$ cat config.mk
export PLATFORM = sky130hd
export DESIGN_NAME = ctrl_unit
export DESIGN_NICKNAME = d
export VERILOG_FILES = /design/src/rtl/ctrl_unit.sv
export SDC_FILE = /design/constraint.sdc
export NUM_CORES = 1
export LEC_CHECK = 0
export ABC_AREA = 0
export BUFFER_PORTS_ARGS = -buffer_cell sky130_fd_sc_hd__buf_4
export CELL_PAD_IN_SITES_DETAIL_PLACEMENT = 1
export CELL_PAD_IN_SITES_GLOBAL_PLACEMENT = 2
export CORE_MARGIN = 4
export CORE_UTILIZATION = 28
export CTS_BUF_LIST = sky130_fd_sc_hd__clkbuf_4
export CTS_CLUSTER_DIAMETER = 40
export DETAILED_ROUTE_END_ITERATION = 10
export PLACE_DENSITY_LB_ADDON = 0.12
export SETUP_SLACK_MARGIN = 0.5
export SLEW_MARGIN = 0
export SYNTH_ARGS = -nofsm -noshare
export SYNTH_HDL_FRONTEND = slang
export SYNTH_SLANG_ARGS = --single-unit
export TNS_END_PERCENT = 30
$ cat constraint.sdc
create_clock -name clock -period 1.8 [get_ports clock]
set_input_delay 0.27 -clock clock [delete_from_list [all_inputs] [get_ports clock]]
set_output_delay 0.27 -clock clock [all_outputs]
set_load 0.05 [all_outputs]
$ cat src/rtl/ctrl_unit.sv
// ---------------------------------------------------------------------------
// ctrl_unit -- multi-cycle MIPS-subset control unit (Moore FSM)
//
// Sequences each instruction through FETCH / DECODE / execute / memory /
// write-back states and decodes every datapath strobe from the current
// state. The only non-state inputs used by the strobe decoder are the
// instruction fields (valid from DECODE onward) and the ALU zero flag
// (branch resolution).
//
// Parameters
//   MEM_WAIT      memory read latency in cycles (1..7); FETCH and MEM_RD
//                 each last MEM_WAIT+1 cycles
//
// Ports
//   clock         single clock, all state updates on the rising edge
//   reset_n       synchronous, active-low reset
//   opcode        IR[31:26]
//   funct         IR[5:0]
//   zero          ALU zero flag
//   overflow      ALU signed-overflow flag
//   alu_sum       force the ALU to add
//   alu_src_a     ALU A mux: 0=PC, 1=A
//   alu_src_b     ALU B mux: 0=B, 1=4, 2=sext imm, 3=sext imm<<2
//   pc_write      PC load strobe
//   pc_src        PC mux: 0=ALU result, 1=ALUOut, 2=jump target, 3=exc vector
//   iord          memory address mux: 0=PC, 1=ALUOut
//   mem_write     memory write strobe
//   ir_write      IR load strobe
//   aluout_write  ALUOut load strobe
//   reg_write     register file write strobe
//   reg_dst       destination register: 0=rt, 1=rd
//   mem_to_reg    write-back mux: 0=ALUOut, 1=MDR, 2=imm<<16
//   epc_write     EPC load strobe
//   exc_cause     0=none, 1=bad opcode/funct, 2=overflow (sticky)
//   halted        high while in HALT
//   instr_done    one-cycle pulse on the last cycle of a retired instruction
//   state         current state code (debug)
// ---------------------------------------------------------------------------
module ctrl_unit #(
  parameter int MEM_WAIT = 1
) (
  input  logic       clock,
  input  logic       reset_n,
  input  logic [5:0] opcode,
  input  logic [5:0] funct,
  input  logic       zero,
  input  logic       overflow,
  output logic       alu_sum,
  output logic       alu_src_a,
  output logic [1:0] alu_src_b,
  output logic       pc_write,
  output logic [1:0] pc_src,
  output logic       iord,
  output logic       mem_write,
  output logic       ir_write,
  output logic       aluout_write,
  output logic       reg_write,
  output logic       reg_dst,
  output logic [1:0] mem_to_reg,
  output logic       epc_write,
  output logic [1:0] exc_cause,
  output logic       halted,
  output logic       instr_done,
  output logic [3:0] state
);

  // -------------------------------------------------------------------------
  // State encoding (codes are visible on the debug port and must not move)
  // -------------------------------------------------------------------------
  localparam logic [3:0] S_RST    = 4'd0;
  localparam logic [3:0] S_FETCH  = 4'd1;
  localparam logic [3:0] S_DECODE = 4'd2;
  localparam logic [3:0] S_EXEC_R = 4'd3;
  localparam logic [3:0] S_EXEC_I = 4'd4;
  localparam logic [3:0] S_WB_ALU = 4'd5;
  localparam logic [3:0] S_ADDR   = 4'd6;
  localparam logic [3:0] S_MEM_RD = 4'd7;
  localparam logic [3:0] S_WB_MEM = 4'd8;
  localparam logic [3:0] S_MEM_WR = 4'd9;
  localparam logic [3:0] S_BRANCH = 4'd10;
  localparam logic [3:0] S_JUMP   = 4'd11;
  localparam logic [3:0] S_EXCEPT = 4'd12;
  localparam logic [3:0] S_HALT   = 4'd13;

  // Instruction encodings
  localparam logic [5:0] OP_RTYPE = 6'h00;
  localparam logic [5:0] OP_J     = 6'h02;
  localparam logic [5:0] OP_BEQ   = 6'h04;
  localparam logic [5:0] OP_BNE   = 6'h05;
  localparam logic [5:0] OP_ADDI  = 6'h08;
  localparam logic [5:0] OP_ADDIU = 6'h09;
  localparam logic [5:0] OP_LUI   = 6'h0f;
  localparam logic [5:0] OP_LW    = 6'h23;
  localparam logic [5:0] OP_SW    = 6'h2b;

  localparam logic [5:0] FN_HALT  = 6'h0d;
  localparam logic [5:0] FN_ADD   = 6'h20;
  localparam logic [5:0] FN_SUB   = 6'h22;
  localparam logic [5:0] FN_AND   = 6'h24;

  localparam logic [1:0] CAUSE_NONE = 2'd0;
  localparam logic [1:0] CAUSE_BAD  = 2'd1;
  localparam logic [1:0] CAUSE_OVF  = 2'd2;

  // Wait counter runs 0..MEM_WAIT inside FETCH and MEM_RD.
  localparam logic [2:0] WAIT_LAST = 3'(MEM_WAIT);

  // -------------------------------------------------------------------------
  // State registers
  // -------------------------------------------------------------------------
  logic [3:0] cur_state;
  logic [3:0] nxt_state;
  logic [2:0] wait_cnt;
  logic [2:0] nxt_wait;
  logic [1:0] cause_q;
  logic [1:0] nxt_cause;

  logic       wait_first;
  logic       wait_last;

  assign wait_first = (wait_cnt == 3'd0);
  assign wait_last  = (wait_cnt == WAIT_LAST);

  // -------------------------------------------------------------------------
  // Instruction classification
  // -------------------------------------------------------------------------
  logic is_rtype_alu;
  logic is_halt;
  logic is_itype;
  logic is_mem;
  logic is_branch;
  logic is_jump;
  logic ovf_trap;

  always_comb begin
    is_rtype_alu = (opcode == OP_RTYPE) &&
                   ((funct == FN_ADD) || (funct == FN_SUB) || (funct == FN_AND));
    is_halt      = (opcode == OP_RTYPE) && (funct == FN_HALT);
    is_itype     = (opcode == OP_ADDI) || (opcode == OP_ADDIU) || (opcode == OP_LUI);
    is_mem       = (opcode == OP_LW) || (opcode == OP_SW);
    is_branch    = (opcode == OP_BEQ) || (opcode == OP_BNE);
    is_jump      = (opcode == OP_J);
    // Only the trapping arithmetic ops care about overflow: add, sub, addi.
    // addiu, and, and lui retire normally regardless of the flag.
    ovf_trap     = overflow &&
                   (((opcode == OP_RTYPE) && ((funct == FN_ADD) || (funct == FN_SUB))) ||
                    (opcode == OP_ADDI));
  end

  // -------------------------------------------------------------------------
  // Next-state logic
  // -------------------------------------------------------------------------
  always_comb begin
    nxt_state = cur_state;
    nxt_wait  = 3'd0;        // every entry into a waiting state starts at 0
    nxt_cause = cause_q;
    case (cur_state)
      S_RST:    nxt_state = S_FETCH;
      S_FETCH: begin
        if (wait_last) nxt_state = S_DECODE;
        else           nxt_wait  = wait_cnt + 3'd1;
      end
      S_DECODE: begin
        if (is_rtype_alu)   nxt_state = S_EXEC_R;
        else if (is_halt)   nxt_state = S_HALT;
        else if (is_itype)  nxt_state = S_EXEC_I;
        else if (is_mem)    nxt_state = S_ADDR;
        else if (is_branch) nxt_state = S_BRANCH;
        else if (is_jump)   nxt_state = S_JUMP;
        else begin
          nxt_state = S_EXCEPT;
          nxt_cause = CAUSE_BAD;
        end
      end
      S_EXEC_R, S_EXEC_I: begin
        if (ovf_trap) begin
          nxt_state = S_EXCEPT;
          nxt_cause = CAUSE_OVF;
        end else begin
          nxt_state = S_WB_ALU;
        end
      end
      S_ADDR:   nxt_state = (opcode == OP_LW) ? S_MEM_RD : S_MEM_WR;
      S_MEM_RD: begin
        if (wait_last) nxt_state = S_WB_MEM;
        else           nxt_wait  = wait_cnt + 3'd1;
      end
      S_WB_ALU, S_WB_MEM, S_MEM_WR, S_BRANCH, S_JUMP, S_EXCEPT:
                nxt_state = S_FETCH;
      S_HALT:   nxt_state = S_HALT;   // only reset leaves HALT
      default:  nxt_state = S_RST;    // unused codes recover via RST
    endcase
  end

  // Reset wins over every transition, including mid-wait and pending traps.
  always_ff @(posedge clock) begin
    if (!reset_n) begin
      cur_state <= S_RST;
      wait_cnt  <= 3'd0;
      cause_q   <= CAUSE_NONE;
    end else begin
      cur_state <= nxt_state;
      wait_cnt  <= nxt_wait;
      cause_q   <= nxt_cause;
    end
  end

  // -------------------------------------------------------------------------
  // Strobe decode (Moore: state, wait position, IR fields, zero)
  // -------------------------------------------------------------------------
  always_comb begin
    alu_sum      = 1'b0;
    alu_src_a    = 1'b0;
    alu_src_b    = 2'd0;
    pc_write     = 1'b0;
    pc_src       = 2'd0;
    iord         = 1'b0;
    mem_write    = 1'b0;
    ir_write     = 1'b0;
    aluout_write = 1'b0;
    reg_write    = 1'b0;
    reg_dst      = 1'b0;
    mem_to_reg   = 2'd0;
    epc_write    = 1'b0;
    halted       = 1'b0;
    instr_done   = 1'b0;
    case (cur_state)
      S_FETCH: begin
        // PC+4 is committed on the first cycle; the instruction word is
        // only captured once the memory latency has elapsed.
        if (wait_first) begin
          alu_sum   = 1'b1;
          alu_src_b = 2'd1;
          pc_write  = 1'b1;
        end
        if (wait_last) ir_write = 1'b1;
      end
      S_DECODE: begin
        // Speculative branch target PC + (imm<<2) into ALUOut.
        alu_sum      = 1'b1;
        alu_src_b    = 2'd3;
        aluout_write = 1'b1;
      end
      S_EXEC_R: begin
        alu_src_a    = 1'b1;
        aluout_write = 1'b1;
      end
      S_EXEC_I, S_ADDR: begin
        alu_src_a    = 1'b1;
        alu_src_b    = 2'd2;
        aluout_write = 1'b1;
      end
      S_WB_ALU: begin
        reg_write  = 1'b1;
        instr_done = 1'b1;
        reg_dst    = (opcode == OP_RTYPE);
        mem_to_reg = (opcode == OP_LUI) ? 2'd2 : 2'd0;
      end
      S_MEM_RD: iord = 1'b1;
      S_WB_MEM: begin
        reg_write  = 1'b1;
        mem_to_reg = 2'd1;
        instr_done = 1'b1;
      end
      S_MEM_WR: begin
        iord       = 1'b1;
        mem_write  = 1'b1;
        instr_done = 1'b1;
      end
      S_BRANCH: begin
        // ALU compares A-B; the target was parked in ALUOut during DECODE.
        alu_src_a  = 1'b1;
        pc_src     = 2'd1;
        pc_write   = (opcode == OP_BNE) ? !zero : zero;
        instr_done = 1'b1;
      end
      S_JUMP: begin
        pc_src     = 2'd2;
        pc_write   = 1'b1;
        instr_done = 1'b1;
      end
      S_EXCEPT: begin
        // The faulting instruction does not retire, so no instr_done.
        epc_write = 1'b1;
        pc_src    = 2'd3;
        pc_write  = 1'b1;
      end
      S_HALT:   halted = 1'b1;
      default: ;
    endcase
  end

  assign exc_cause = cause_q;
  assign state     = cur_state;

endmodule
* After elaboration in Yosys (flattened, before gate mapping) *
Index checks and enable logic that the tools add are counted.

storage, ports and cells
  flip-flop bits (word level) = 9
  input port bits = 16
  logic and storage cells = 109

cells by class
  add/sub/neg operators = 1
  equality and inequality tests = 35
  mux-type cells = 39
  bitwise operators = 2
  reduce and logical (&&, ||, !) cells = 29

operator list
  operator              number
  $mux W4               8
  $eq A6 B6 Y1 const B  5
  $pmux W4 S7           1
  $eq A4 B4 Y1 const B  6
  $eq A6 B4 Y1 const B  4
  $ne A2 B2 Y1 const B  9
  $eq A4 B3 Y1 const B  4
  $mux W2               8
  $mux W1               14
  $eq A6 B3 Y1 const B  2
  $pmux W2 S3           2
  $reduce_or A2 Y1      6
  $eq A4 B2 Y1 const B  2
  $pmux W2 S2           2
  $reduce_and A8 Y1     1
  $reduce_or A4 Y1      2
  $logic_or A1 B1 Y1    7
  $reduce_or A7 Y1      1
  $eq A6 B2 Y1 const B  1
  $logic_not A6 Y1      1
  $mux W3               2
  $reduce_or A5 Y1      1
  $eq A4 B1 Y1 const B  1
  $logic_and A1 B1 Y1   4
  other kinds (11)      12

* Depth between registers and ports, before layout *
  word-level depth = 8
  gate-level depth with buffers = 6
  mapped depth without buffers = 6

* Least setup slack after synthesis *
Ideal clock, no wire load.

  path type = register to output
  start point = reg cur_state[2] (netlist: state[2])
  end point = out mem_to_reg[1]
  arrival = 2482 ps
  required time = 1530 ps
  path slack = -952 ps
  stages on the path, launching flop included = 5
  path buffers = 2
  cells stage by stage = dfxtp_1 -> buf_2 -> buf_1 -> nand3b_1 -> nor3_1

between the ends
  word-level cells in the longest chain between the ends = 2
  elaborated cells between the ends (all ways) = 3
  those cells by class = eq/ne: 2; mux: 1

RTL lines
  element                                              RTL line  RTL
  start: declaration                                   111       logic [3:0] cur_state;
  start signal: assignment                             202       cur_state <= nxt_state;
  $eq A4 B4 Y1 / $eq A4 B3 Y1 (equally long branches)  227       case (cur_state)
  $pmux W2 S2 *                                        227
  end: declaration                                     59        output logic [1:0] mem_to_reg,

Mark *: on every way between the ends. The rest lies on a longest branch, timed or not.

* Final worst setup path *
  start point = reg cur_state[0] (netlist: state[0])
  end point = out alu_src_b[0]

between the ends
  word-level cells in the longest chain between the ends = 3
  elaborated cells between the ends (all ways) = 6
  those cells by class = eq/ne: 4; mux: 1; reduce/logical: 1

RTL lines
  element           RTL line  RTL
  $eq A4 B3 Y1      227
  $reduce_or A2 Y1  n/a
  $pmux W2 S3 *     227
  end: declaration  50        output logic [1:0] alu_src_b,

Marked as above.

==> summary.md <==
| Metric | Value |
|---|---|
| Status | `finished, final reports clean` |
| Fin nets | `246` |
| Via count | `1516` |
| Post-synthesis simple-gate area fraction | `40.4%` |
| Mapped Nets | `179` |
| Syn Inst Count | `160` |
| CTS Buffer Depth | `2` |
| Final Cycle Share | `96.3%` |
| CTS H-tree depth | `1` |
| Post-route setup TNS | `0 ns` |
| # port buffers | `39` |
| First-pass DRT Iterations | `4` |
| Total congestion overflow | `0` |
| Adder-cell area share of the yosys netlist | `3.22%` |
| Core box area | `4000 sq um` |
| Clock Skews | `0.000354 ns` |
| Synth Area per Inst | `7.28 sq um` |
| Cell variety after synth | `58` |
| Yosys reg bits | `9` |
| Type of element capturing the critical path | `output port` |
| Share of layout cells above drive strength 1 | `59.3%` |
| Yosys top cell by area | `dfxtp_1` |
| GP Congestion | `0.883` |
| Critical path class | `reg -> out` |
| First-pass GRT wire length | `7780 um` |
| Pwr dens | `943 nW/um^2` |
| Synthesized area | `1160 sq um` |
| Placed insts | `245` |
| RSZ-0062 raised after global routing | `yes` |
| DRT iter0 DRCs | `93` |
| Post-DP HPWL | `3230 um` |
| Post-synthesis xor/xnor area fraction | `1.50%` |
| Register area share after synthesis | `15.5%` |
| Skew-Pair Late Insertion Delay | `0.27 ns` |
| Slew Limit Headroom | `74.2%` |
| DIE AREA | `5260 sq um` |
| Max Slew Vio Count | `0` |
| Static Leak | `0.906 nW` |
| Initial antenna violation count | `0` |
| Compound-gate portion of the synthesized area | `28.5%` |
| Slew @ Worst Pin | `0.377 ns` |
| Max-cap viol count | `0` |
| Yosys top cell area share | `15.5%` |
| Total length of routed wires | `5040 um` |
| Worst setup SP type | `register` |
| Final setup violating endpoints | `0` |
| Largest family of logic cells by synthesized area | `simple AND/OR/NAND/NOR gates` |
| I/O pin total | `40` |
| Max Fclk | `577 MHz` |
| Peak VDD IR | `0.408 mV` |
| Count of final hold-check violations | `0` |
| DR WL/cell | `18.3 um` |
| Routed Antenna Nets | `0` |
| CP arrival | `1.46 ns` |
| Async S/R FF share, synth | `0%` |
| Clk pin slew, worst setup/hold paths | `0.07 ns` |
| CTS tree | `yes` |
| Non-filler cells, final | `276` |
| Place WS | `0.0680 ns` |
| Hold Path Class | `in -> reg` |
| # hold bufs at CTS | `0` |
| EDFF count, synth | `0` |
| Critical-path maximum fanout | `6` |
| Diode count | `0` |
| GRT Util Overall | `18.2%` |
| Primary FF master, synth | `dfxtp_1` |
| CTS Buf Count | `3` |
| Ranking of synthesized cells by area | `dfxtp_1 15%, nor2_1 5.8%, nand2_1 4.2%` |
| Min Tclk post-route | `1.73 ns` |
| Row Count | `23` |
| Critical path data required time | `1.53 ns` |
| Proportion of synthesized area in mux cells | `0.859%` |
| Die Y-Extent | `72.5 um` |
| DR vias/cell | `5.49` |
| CTS root buf | `clkbuf_4` |
| Die span in x | `72.5 um` |
| P&R area growth vs syn | `86.4%` |
| Clk sinks | `9` |
| Filler cell count | `463` |
| Worst Setup Slack, final | `0.0670 ns` |
| Initial Utilization | `29.1%` |
| # DRC | `0` |
| Vias in the first global route | `1595` |
| Largest net degree at the start of global routing | `12` |
| Synthesis warning total | `0` |
[where the power goes]
| group | switching (W) | internal, W |
|---|---|---|
| combinational | 0.000901 | 0.000670 |
| sequential | 0.0000521 | 0.000239 |
| clock | 0.0000837 | 0.000101 |
| total | 0.00104 | 0.00101 |
[cell usage after synthesis (3+ instances only)]
| library cell | n |
|---|---|
| a21oi_1 | 7 |
| buf_2 | 4 |
| buf_6 | 3 |
| clkbuf_1 | 4 |
| dfxtp_1 | 9 |
| ha_1 | 3 |
| inv_1 | 10 |
| nand2_1 | 13 |
| nand2b_1 | 5 |
| nand3_1 | 7 |
| nor2_1 | 18 |
| nor2b_1 | 7 |
| nor3_1 | 6 |
| o21a_1 | 3 |
| o21ai_0 | 3 |
| o31ai_1 | 4 |
[worst max-delay path, cell delays in order, from the launching register on]
cell	delay, ns
dfxtp_4	0.39
nor2b_4	0.17
nand3b_1	0.17
buf_6	0.18
a21oi_4	0.11
buf_6	0.17
[worst paths after layout]
| path | slack (ns) | endpoint | start | depth (start not counted) |
|---|---|---|---|---|
| max reg2reg | 0.13 | state[3]$_SDFFE_PN0P_ | state[0]$_SDFFE_PN0P_ | 6 |
| min reg2reg | 0.48 | exc_cause[0]$_SDFFE_PN0P_ | exc_cause[0]$_SDFFE_PN0P_ | 2 |
| max | 0.07 | alu_src_b[0] | state[0]$_SDFFE_PN0P_ | 5 |
| min | 0.32 | exc_cause[1]$_SDFFE_PN0P_ | reset_n | 2 |
[layout by cell type (no fill, tap or decap), types with 3 or more instances in the layout]
cell,instances
a21oi_2,4
buf_4,55
buf_6,13
buf_8,4
clkbuf_4,4
dfxtp_1,3
dfxtp_4,4
inv_1,8
nand2_1,11
nand2b_4,3
nand3_1,7
nor2_1,9
nor2_2,5
nor2_4,5
nor2b_1,3
nor2b_4,3
nor3_4,6
o21a_1,3
o21ai_1,3
o31ai_1,3
[flip-flops by register name (all words and copies together), names as in the netlist]
name / cells
state: 4
exc_cause: 2
wait_cnt: 3
[logic make-up after synthesis]
group / after synthesis
AO/OA/AOI/OAI: 44
multiplexers: 1
AND/OR/NAND/NOR: 78
flip-flops: 9
buffers and inverters: 23
XOR/XNOR: 2
adder cells (fa/ha/maj): 3
[routing by layer]
| layer | global-route usage [%] | vias up | wire [um] | part of all wire (%) |
|---|---|---|---|---|
| li1 | - | 724 | - | - |
| met4 | 2.46 | 0 | 79 | 1.6 |
| met5 | 0 | - | 0 | 0 |
| met3 | 1.11 | 12 | 191 | 3.8 |
| met2 | 35.5 | 47 | 2680 | 53 |
| met1 | 22.2 | 733 | 2100 | 42 |
[area by class of cell]
type                            instances  area (sq um)  share of cell area [%]
Clock buffer                            4          30.0                    1.38
Multi-Input combinational cell        128          1160                    53.3
Sequential cell                         9           198                    9.11
Inverter                               10          37.5                    1.73
Tap cell                               50          62.6                    2.88
Timing Repair Buffer                   75           687                    31.6
[per-stage QoR]
stage          area, sq um  utilization, %  hold WS [ns]  total power, W
3_3_place_gp          1660            41.4         0.448         0.00142
2_1_floorplan         1380               -         0.433         0.00116
3_5_place_dp          1660            41.4         0.472         0.00145
4_1_cts               2030            50.8         0.327         0.00191
6_report              2170            54.3         0.317         0.00205
5_1_grt               2170            54.3         0.325         0.00216
[repair_timing]
item,CTS,global route
gates cloned,1,0
gates resized for setup,41,29
endpoints found under the setup margin,28,31
pin swaps,9,5
setup buffers,22,4
Note: power is estimated with default switching activity, not from simulation.
